===== src/rtl/sync_line_fifo.sv =====
`default_nettype none
// +------------------------------------------------------------------------+
// | Module   : sync_line_fifo                                              |
// | Brief    : Single-clock line FIFO with occupancy count, programmable   |
// |            almost flags, synchronous flush and sticky error flags.     |
// |            Define SYNC_LINE_FIFO_FWFT_EN for first-word-fall-through.  |
// | Revision : 1.0                                                         |
// +------------------------------------------------------------------------+
module sync_line_fifo #(
  parameter int DATA_WIDTH   = 64,
  parameter int ADDR_WIDTH   = 2,
  parameter int FIFO_DEPTH   = (1 << ADDR_WIDTH),
  parameter int AFULL_LEVEL  = FIFO_DEPTH - 1,
  parameter int AEMPTY_LEVEL = 1
) (
  input  logic                  clk,
  input  logic                  not_reset,
  input  logic [DATA_WIDTH-1:0] din,
  input  logic                  write,
  input  logic                  read,
  input  logic                  flush,
  input  logic                  clr_err,
  output logic [DATA_WIDTH-1:0] dout,
  output logic                  empty,
  output logic                  full,
  output logic                  almost_empty,
  output logic                  almost_full,
  output logic [ADDR_WIDTH:0]   count,
  output logic                  overflow,
  output logic                  underflow
);

  localparam logic [ADDR_WIDTH:0] c_depth        = FIFO_DEPTH[ADDR_WIDTH:0];
  localparam logic [ADDR_WIDTH:0] c_afull_level  = AFULL_LEVEL[ADDR_WIDTH:0];
  localparam logic [ADDR_WIDTH:0] c_aempty_level = AEMPTY_LEVEL[ADDR_WIDTH:0];

  logic [DATA_WIDTH-1:0] r_mem [FIFO_DEPTH];
  logic [ADDR_WIDTH-1:0] r_wr_ptr;
  logic [ADDR_WIDTH-1:0] r_rd_ptr;
  logic [ADDR_WIDTH:0]   r_count;
  logic                  r_overflow;
  logic                  r_underflow;

  logic w_rd_acc;
  logic w_wr_acc;
  logic w_ovf_evt;
  logic w_udf_evt;

  // All flags decode the registered count; there are no separate flag registers.
  assign empty        = (r_count == '0);
  assign full         = (r_count == c_depth);
  assign almost_empty = (r_count <= c_aempty_level);
  assign almost_full  = (r_count >= c_afull_level);
  assign count        = r_count;
  assign overflow     = r_overflow;
  assign underflow    = r_underflow;

  // A flush cycle swallows both requests without flagging errors.
  assign w_rd_acc  = read & ~empty & ~flush;
  assign w_wr_acc  = write & (~full | w_rd_acc) & ~flush;
  assign w_ovf_evt = write & ~w_wr_acc & ~flush;
  assign w_udf_evt = read & ~w_rd_acc & ~flush;

  always_ff @(posedge clk or negedge not_reset) begin
    if (!not_reset) begin
      for (int i = 0; i < FIFO_DEPTH; i++) begin
        r_mem[i] <= '0;
      end
    end else if (w_wr_acc) begin
      r_mem[r_wr_ptr] <= din;
    end
  end

  always_ff @(posedge clk or negedge not_reset) begin
    if (!not_reset) begin
      r_wr_ptr <= '0;
      r_rd_ptr <= '0;
      r_count  <= '0;
    end else if (flush) begin
      r_wr_ptr <= '0;
      r_rd_ptr <= '0;
      r_count  <= '0;
    end else begin
      if (w_wr_acc) begin
        r_wr_ptr <= r_wr_ptr + 1'b1;
      end
      if (w_rd_acc) begin
        r_rd_ptr <= r_rd_ptr + 1'b1;
      end
      case ({w_wr_acc, w_rd_acc})
        2'b10:   r_count <= r_count + 1'b1;
        2'b01:   r_count <= r_count - 1'b1;
        default: r_count <= r_count;
      endcase
    end
  end

  // A new error in the same cycle as clr_err keeps the flag set.
  always_ff @(posedge clk or negedge not_reset) begin
    if (!not_reset) begin
      r_overflow  <= 1'b0;
      r_underflow <= 1'b0;
    end else begin
      r_overflow  <= (r_overflow  & ~clr_err) | w_ovf_evt;
      r_underflow <= (r_underflow & ~clr_err) | w_udf_evt;
    end
  end

`ifdef SYNC_LINE_FIFO_FWFT_EN
  assign dout = r_mem[r_rd_ptr];
`else
  logic [DATA_WIDTH-1:0] r_dout;

  always_ff @(posedge clk or negedge not_reset) begin
    if (!not_reset) begin
      r_dout <= '0;
    end else if (w_rd_acc) begin
      r_dout <= r_mem[r_rd_ptr];
    end
  end

  assign dout = r_dout;
`endif

endmodule
`default_nettype wire


===== config.mk =====
export PLATFORM = sky130hd
export DESIGN_NAME = sync_line_fifo
export DESIGN_NICKNAME = d
export VERILOG_FILES = /design/src/rtl/sync_line_fifo.sv
export SDC_FILE = /design/constraint.sdc
export NUM_CORES = 1
export LEC_CHECK = 0
export ABC_AREA = 0
export CORE_AREA = 2 2 172 174
export CTS_CLUSTER_SIZE = 14
export DETAILED_ROUTE_END_ITERATION = 8
export DIE_AREA = 0 0 174 176
export GPL_ROUTABILITY_DRIVEN = 0
export PLACE_DENSITY = 0.77
export SLEW_MARGIN = 25
export SYNTH_ARGS = -nofsm -noshare
export SYNTH_HDL_FRONTEND = slang
export SYNTH_SLANG_ARGS = --single-unit

===== constraint.sdc =====
create_clock -name clk -period 1.9 [get_ports clk]
set_input_delay 0.38 -clock clk [delete_from_list [all_inputs] [get_ports clk]]
set_output_delay 0.38 -clock clk [all_outputs]
set_load 0.05 [all_outputs]

==> run metrics, run 1 <==
flip-flop cell with the highest count after synthesis=sky130_fd_sc_hd__dfrtp_1; finished layout cell area=19000 um^2; Clock Root Buffer=sky130_fd_sc_hd__clkbuf_16; vias in the first global route=8663; 1st-iter DRT viols=464; post-synthesis instance area=14800 um^2; violations in the final reports=negative setup slack; Final Hold Vio Count=0; Layout Area Growth over Synthesis=28.6%; required time of the critical path=1.52 ns; number of setup violations in the final report=85; total overflow reported by the global router=0; count of buffers from port buffering=142; area post-placement=17100 um^2; post-detailed-routing wire length=33.6 mm; Inst Count DP=1356; TritonCTS clock tree=done; register area share after synthesis=55.7%; commonest non-fill, non-tap cell in the layout=sky130_fd_sc_hd__dfrtp_1; NetSw=9.30 mW; clock latency at the later pin of the worst-skew pair=0.52 ns; total clock buffers created by CTS=35; Max rail drop VDD=0.00103 V; leakage=8.99 nW; sort of element at the end of the critical path=primary output; Residual DRC=0; most frequent cells in the layout=324 x sky130_fd_sc_hd__dfrtp_1, 196 x sky130_fd_sc_hd__mux2_4, 76 x sky130_fd_sc_hd__mux2_2; Clk pwr share=23.3%; clock period minus worst slack=2.12 ns; internal power consumption=18.9 mW; result of the run=finished, violations left; nets=1124; switching portion of total power=32.9%; highest attainable clock frequency=471 MHz; Max transition margin=66.8%; pin count of the biggest net entering global routing=78; die extent in x=174 um; cells on worst reg2reg path=9; total vias in the final route=8073; transition time at the pin with the least slew margin=0.500 ns; setup skew after layout=0.0188 ns; Setup WS post-layout=-0.223 ns; global router's overall resource usage=20.4%; class of the tightest hold or removal check=in2async; Final Cycle Share=112%; number of pins exceeding their max-slew limit in the final report=0; global-route wire length before repair=49.1 mm; Mean Syn Cell Area=17.9 um^2; cell area power density=1490 nW/um^2; number of flops mapped to enable cells by yosys=0; Synth Register Bits=329; die extent in y=176 um; asr flop ratio synth=100%; classification of the worst setup path=reg2out; core area=28500 um^2; number of buffers on the longest clock path=3; ratio of routed vias to standard cells=5.56; final non-filler cell total=1453; distinct cell type count of the synthesized netlist=36; clk sinks=329; CTS H-tree lvls=2; unrepaired setup endpoints after global routing=true; Cell Rows=62; fraction of power consumed by sequential logic=40.2%; number of I/O pins=143; post-CTS clock slew at the launch and capture registers of the worst setup and hold paths=0.06 ns; remaining antenna violation count after routing=0; category of the worst setup path launch point=register; initial antenna violation count=4; detailed-router iteration count before antenna repair=5; arrival time of data at the critical path endpoint=1.74 ns; power share of the combinational group=36.5%; Wirelength per Cell=23.1 um; crit path max fanout=3; initial core utilization=51.7%; half-perimeter wire length after placement=19.3 mm; share of final-layout standard cells stronger than drive strength 1=49.4%; # Max-Cap Violations=0; Die Area=30600 um^2; post-synth net total=903; Post-Syn Instances=824; Yosys warnings=0
critical path, stage by stage, from the launching register on:
cell,delay [ns]
sky130_fd_sc_hd__dfrtp_2,0.43
sky130_fd_sc_hd__buf_6,0.14
sky130_fd_sc_hd__ha_4,0.16
sky130_fd_sc_hd__ha_4,0.14
sky130_fd_sc_hd__nor2_1,0.11
sky130_fd_sc_hd__o21ai_1,0.10
sky130_fd_sc_hd__buf_6,0.16
synth_stat cells (2+ instances only):
library cell | n | area [um^2]
sky130_fd_sc_hd__mux2_4 | 180 | 2700
sky130_fd_sc_hd__nand2_1 | 5 | 18.8
sky130_fd_sc_hd__buf_4 | 7 | 52.6
sky130_fd_sc_hd__buf_2 | 17 | 85.1
sky130_fd_sc_hd__buf_6 | 18 | 203
sky130_fd_sc_hd__nor3_1 | 2 | 10.0
sky130_fd_sc_hd__dfrtp_1 | 329 | 8230
sky130_fd_sc_hd__mux4_2 | 64 | 1440
sky130_fd_sc_hd__nand2_4 | 3 | 33.8
sky130_fd_sc_hd__xor2_1 | 2 | 17.5
sky130_fd_sc_hd__mux2_1 | 59 | 664
sky130_fd_sc_hd__mux2_2 | 81 | 912
sky130_fd_sc_hd__ha_1 | 9 | 113
sky130_fd_sc_hd__mux2i_1 | 2 | 20.0
sky130_fd_sc_hd__a21oi_1 | 3 | 15.0
sky130_fd_sc_hd__nand3_1 | 3 | 15.0
sky130_fd_sc_hd__clkbuf_1 | 7 | 26.3
sky130_fd_sc_hd__o21ai_0 | 2 | 10.0
sky130_fd_sc_hd__nor2_1 | 5 | 18.8
sky130_fd_sc_hd__inv_1 | 9 | 33.8
sky130_fd_sc_hd__nand2b_1 | 2 | 12.5
flip-flops by register name, summed over array words and instances, names as in the netlist:
signal     cells
r_rd_ptr       2
r_mem        256
underflow      1
overflow       1
dout          64
count          3
r_wr_ptr       2
cells by family after synthesis:
kind of cell / count (synthesis) / share of synthesized area, %
AO/OA/AOI/OAI: 10 / 0.466
XOR/XNOR: 3 / 0.178
adder cells (fa/ha/maj): 9 / 0.762
buffers and inverters: 58 / 2.71
flip-flops: 329 / 55.7
multiplexers: 386 / 38.9
AND/OR/NAND/NOR: 29 / 1.30
power by group through the flow:
stage | sequential (mW) | clock, mW | combinational, mW
3_3_place_gp | 11.2 | 0 | 9.98
4_1_cts | 11.3 | 6.67 | 9.98
2_1_floorplan | 13.3 | 0 | 5.05
6_report | 11.3 | 6.58 | 10.3
5_1_grt | 11.7 | 7.00 | 10.8
3_5_place_dp | 11.4 | 0 | 10.2
area by class of cell:
type                       count  area [um^2]
fill                        1969         9550
tap                          384          480
clock inverter                 6         47.5
inverter                       9         41.3
multi-input combinational    440         6360
sequential                   329         8240
clock buffer                  53         1050
antenna                        2         5.00
timing repair buffer         230         2760
layer usage:
layer  part of all wire (%)  vias to the layer above  track usage, %
met2                     50                      196            33.6
met5                  0.077                        -               0
met4                    1.8                        4            5.22
li1                       -                     3491               -
met1                     44                     4332            28.4
met3                    4.4                       50            3.77
path summary, 6_finish.rpt:
check / startpoint / end / slack (ns)
worst max-delay path: count[1] / almost_full / -0.22
worst min-delay path: not_reset / r_mem[55] / 0.35
worst max register to register: count[0] / r_mem[49] / -0.03
min in group clk: r_mem[179] / r_mem[179] / 0.48
worst min register to register: r_mem[179] / r_mem[179] / 0.48
max in group asynchronous: not_reset / r_mem[131] / 0.85
timing repair:
action,CTS,global route
setup endpoints to repair,51,231
gates resized for setup,58,31
buffers inserted,5,7
pin swaps,2,4
hold endpoints to repair,26,0
hold buffers,1,0
gates cloned,0,23
through the flow:
stage               util [%]  setup slack, ns  total power, mW  hold slack [ns]  TNS [ns]
floorplan                  -         -0.00967             18.3           0.0844    -0.176
global placement        60.0           -0.228             21.2            0.281    -55.55
detailed placement      60.0           -0.226             21.5            0.281    -55.62
CTS                     64.0           -0.212             27.9            0.333     -1.74
global route            66.5           -0.266             29.5            0.354     -8.30
finish                  66.5           -0.223             28.2            0.353     -1.63
(Power assumes the default switching activity.)
==> run 2, diff against run 1 <==
--- a/config.mk
+++ b/config.mk
@@ -12,6 +12,7 @@
 export DIE_AREA = 0 0 174 176
 export GPL_ROUTABILITY_DRIVEN = 0
 export PLACE_DENSITY = 0.77
+export SKIP_CTS_REPAIR_TIMING = 1
 export SLEW_MARGIN = 25
 export SYNTH_ARGS = -nofsm -noshare
 export SYNTH_HDL_FRONTEND = slang
==> run metrics, run 2 (synthesis gave the netlist of run 1 again) <==
total negative setup slack=-0.277 ns; share of final-layout standard cells stronger than drive strength 1=47.0%; critical path buffer and inverter count=2; count of buffers from port buffering=142; most frequent cells in the layout=324 x sky130_fd_sc_hd__dfrtp_1, 181 x sky130_fd_sc_hd__mux2_4, 81 x sky130_fd_sc_hd__mux2_2; die extent in y=176 um; transition time at the pin with the least slew margin=0.519 ns; Max rail drop VDD=0.00108 V; number of I/O pins=143; vias in the first global route=8610; ratio of routed vias to standard cells=5.50; Max transition margin=65.4%; library cell contributing the largest single delay on the critical path=sky130_fd_sc_hd__dfrtp_2; Die Area=30600 um^2; sort of element at the end of the critical path=primary output; 1st-iter DRT viols=412; Final Cycle Share=112%; post-CTS clock slew at the launch and capture registers of the worst setup and hold paths=0.06 ns; final design utilization=64.9%; Inst Count DP=1356; Cell Rows=62; setup skew after layout=0.0184 ns; Crit path max-delay family=flip-flops; wire length on met3=1.50 mm; unrepaired setup endpoints after global routing=true; clock latency at the later pin of the worst-skew pair=0.52 ns; detailed-router iteration count before antenna repair=6; violations in the final reports=negative setup slack; clk sinks=329; half-perimeter wire length after placement=19.3 mm; category of the worst setup path launch point=register; highest attainable clock frequency=472 MHz; classification of the worst setup path=reg2out; core area=28500 um^2; # Max-Cap Violations=0; required time of the critical path=1.52 ns; result of the run=finished, violations left; Wirelength per Cell=21.3 um; WHS=0.354 ns; CTS H-tree lvls=2; Final Hold Vio Count=0; nets=1097; crit path max fanout=3; commonest non-fill, non-tap cell in the layout=sky130_fd_sc_hd__dfrtp_1; Setup WS post-layout=-0.219 ns; final non-filler cell total=1426; die extent in x=174 um; global router's overall resource usage=20.3%; total clock buffers created by CTS=35; number of inserted filler cells in the final layout=2031; met2 WL post-DR=14.8 mm; initial core utilization=51.7%; number of flip-flops under the largest register name=256; number of setup violations in the final report=2; Layout Area Growth over Synthesis=25.5%; remaining antenna violation count after routing=0; Clock Root Buffer=sky130_fd_sc_hd__clkbuf_16; arrival time of data at the critical path endpoint=1.74 ns; slowest stage delay, CP=0.43 ns; number of buffers on the longest clock path=3; clock period minus worst slack=2.12 ns; register with the most flip-flops=r_mem; TritonCTS clock tree=done; pin count of the biggest net entering global routing=78; initial antenna violation count=4; number of pins exceeding their max-slew limit in the final report=0; post-detailed-routing wire length=30.4 mm; leakage=9.09 nW; uppermost metal layer occupied by signal nets=met5; total overflow reported by the global router=0; worst slack after detailed placement=-0.226 ns; total vias in the final route=7837; cell area power density=1510 nW/um^2; met1 layer wirelength in the final routing=13.6 mm; global-route wire length before repair=48.9 mm; Residual DRC=0; CP cell instances=buf_6, ha_4, ha_4, nor2_1, o21ai_1, buf_6; class of the tightest hold or removal check=in2async
## run 2: cell types whose count changed in the layout (fill, tap and decap cells not counted), sizes merged
cell and change:
nand2 -3, dlymetal6s2s +47, clkbuf -14, dlygate4sd2 -47, buf -10
## run 2: layout make-up
| class | instances | area (um^2) | share of cell area (%) |
|---|---|---|---|
| multi-input cells | 437 | 6220 | 33.5 |
| clock buffers | 53 | 1050 | 5.69 |
| well taps | 384 | 480 | 2.59 |
| clock inverters | 6 | 47.5 | 0.257 |
| diodes | 2 | 5.00 | 0.0270 |
| inverters | 9 | 38.8 | 0.209 |
| repair buffers | 206 | 2450 | 13.2 |
| flip-flops and latches | 329 | 8240 | 44.5 |
## run 2: final timing paths
kind | cells after the start | from | slack [ns] | endpoint
setup / recovery | 6 | count[1] | -0.22 | almost_full
hold / removal | 2 | not_reset | 0.35 | r_mem[60]
setup reg to reg | 8 | count[0] | 0.03 | r_mem[88]
hold reg to reg | 1 | r_mem[156] | 0.48 | r_mem[156]
max in group asynchronous | 3 | not_reset | 0.86 | dout[54]
min in group clk | 1 | r_mem[156] | 0.48 | r_mem[156]
## run 2: metal layers
| metal | GRT usage [%] | vias up |
|---|---|---|
| li1 | - | 3429 |
| met1 | 28.3 | 4173 |
| met2 | 33.4 | 185 |
| met3 | 3.77 | 46 |
| met4 | 5.22 | 4 |
| met5 | 0 | - |
## run 2: per-stage QoR
stage                     area, um^2  power (mW)
after global routing           18500        29.3
after detailed placement       17100        21.5
final                          18500        28.0
after CTS                      18200        28.2
after global placement         17100        21.2
after floorplan                14900        18.3
## run 2: power breakdown
| part | leakage, nW | total (mW) | internal [mW] | switching (mW) |
|---|---|---|---|---|
| Clock | 0.541 | 6.56 | 3.83 | 2.73 |
| Sequential | 4.10 | 11.3 | 9.72 | 1.58 |
| Combinational | 4.45 | 10.2 | 5.41 | 4.77 |
| Total | 9.09 | 28.0 | 19.0 | 9.08 |
## run 2: worst register-to-register path, cell delays in order, from the launching register on
cell and delay, ns:
sky130_fd_sc_hd__dfrtp_2 0.43, sky130_fd_sc_hd__inv_4 0.07, sky130_fd_sc_hd__ha_4 0.17, sky130_fd_sc_hd__nand3b_4 0.09, sky130_fd_sc_hd__and2b_4 0.19, sky130_fd_sc_hd__buf_12 0.14
sky130_fd_sc_hd__nand2_8 0.15, sky130_fd_sc_hd__buf_12 0.21, sky130_fd_sc_hd__mux2_4 0.32
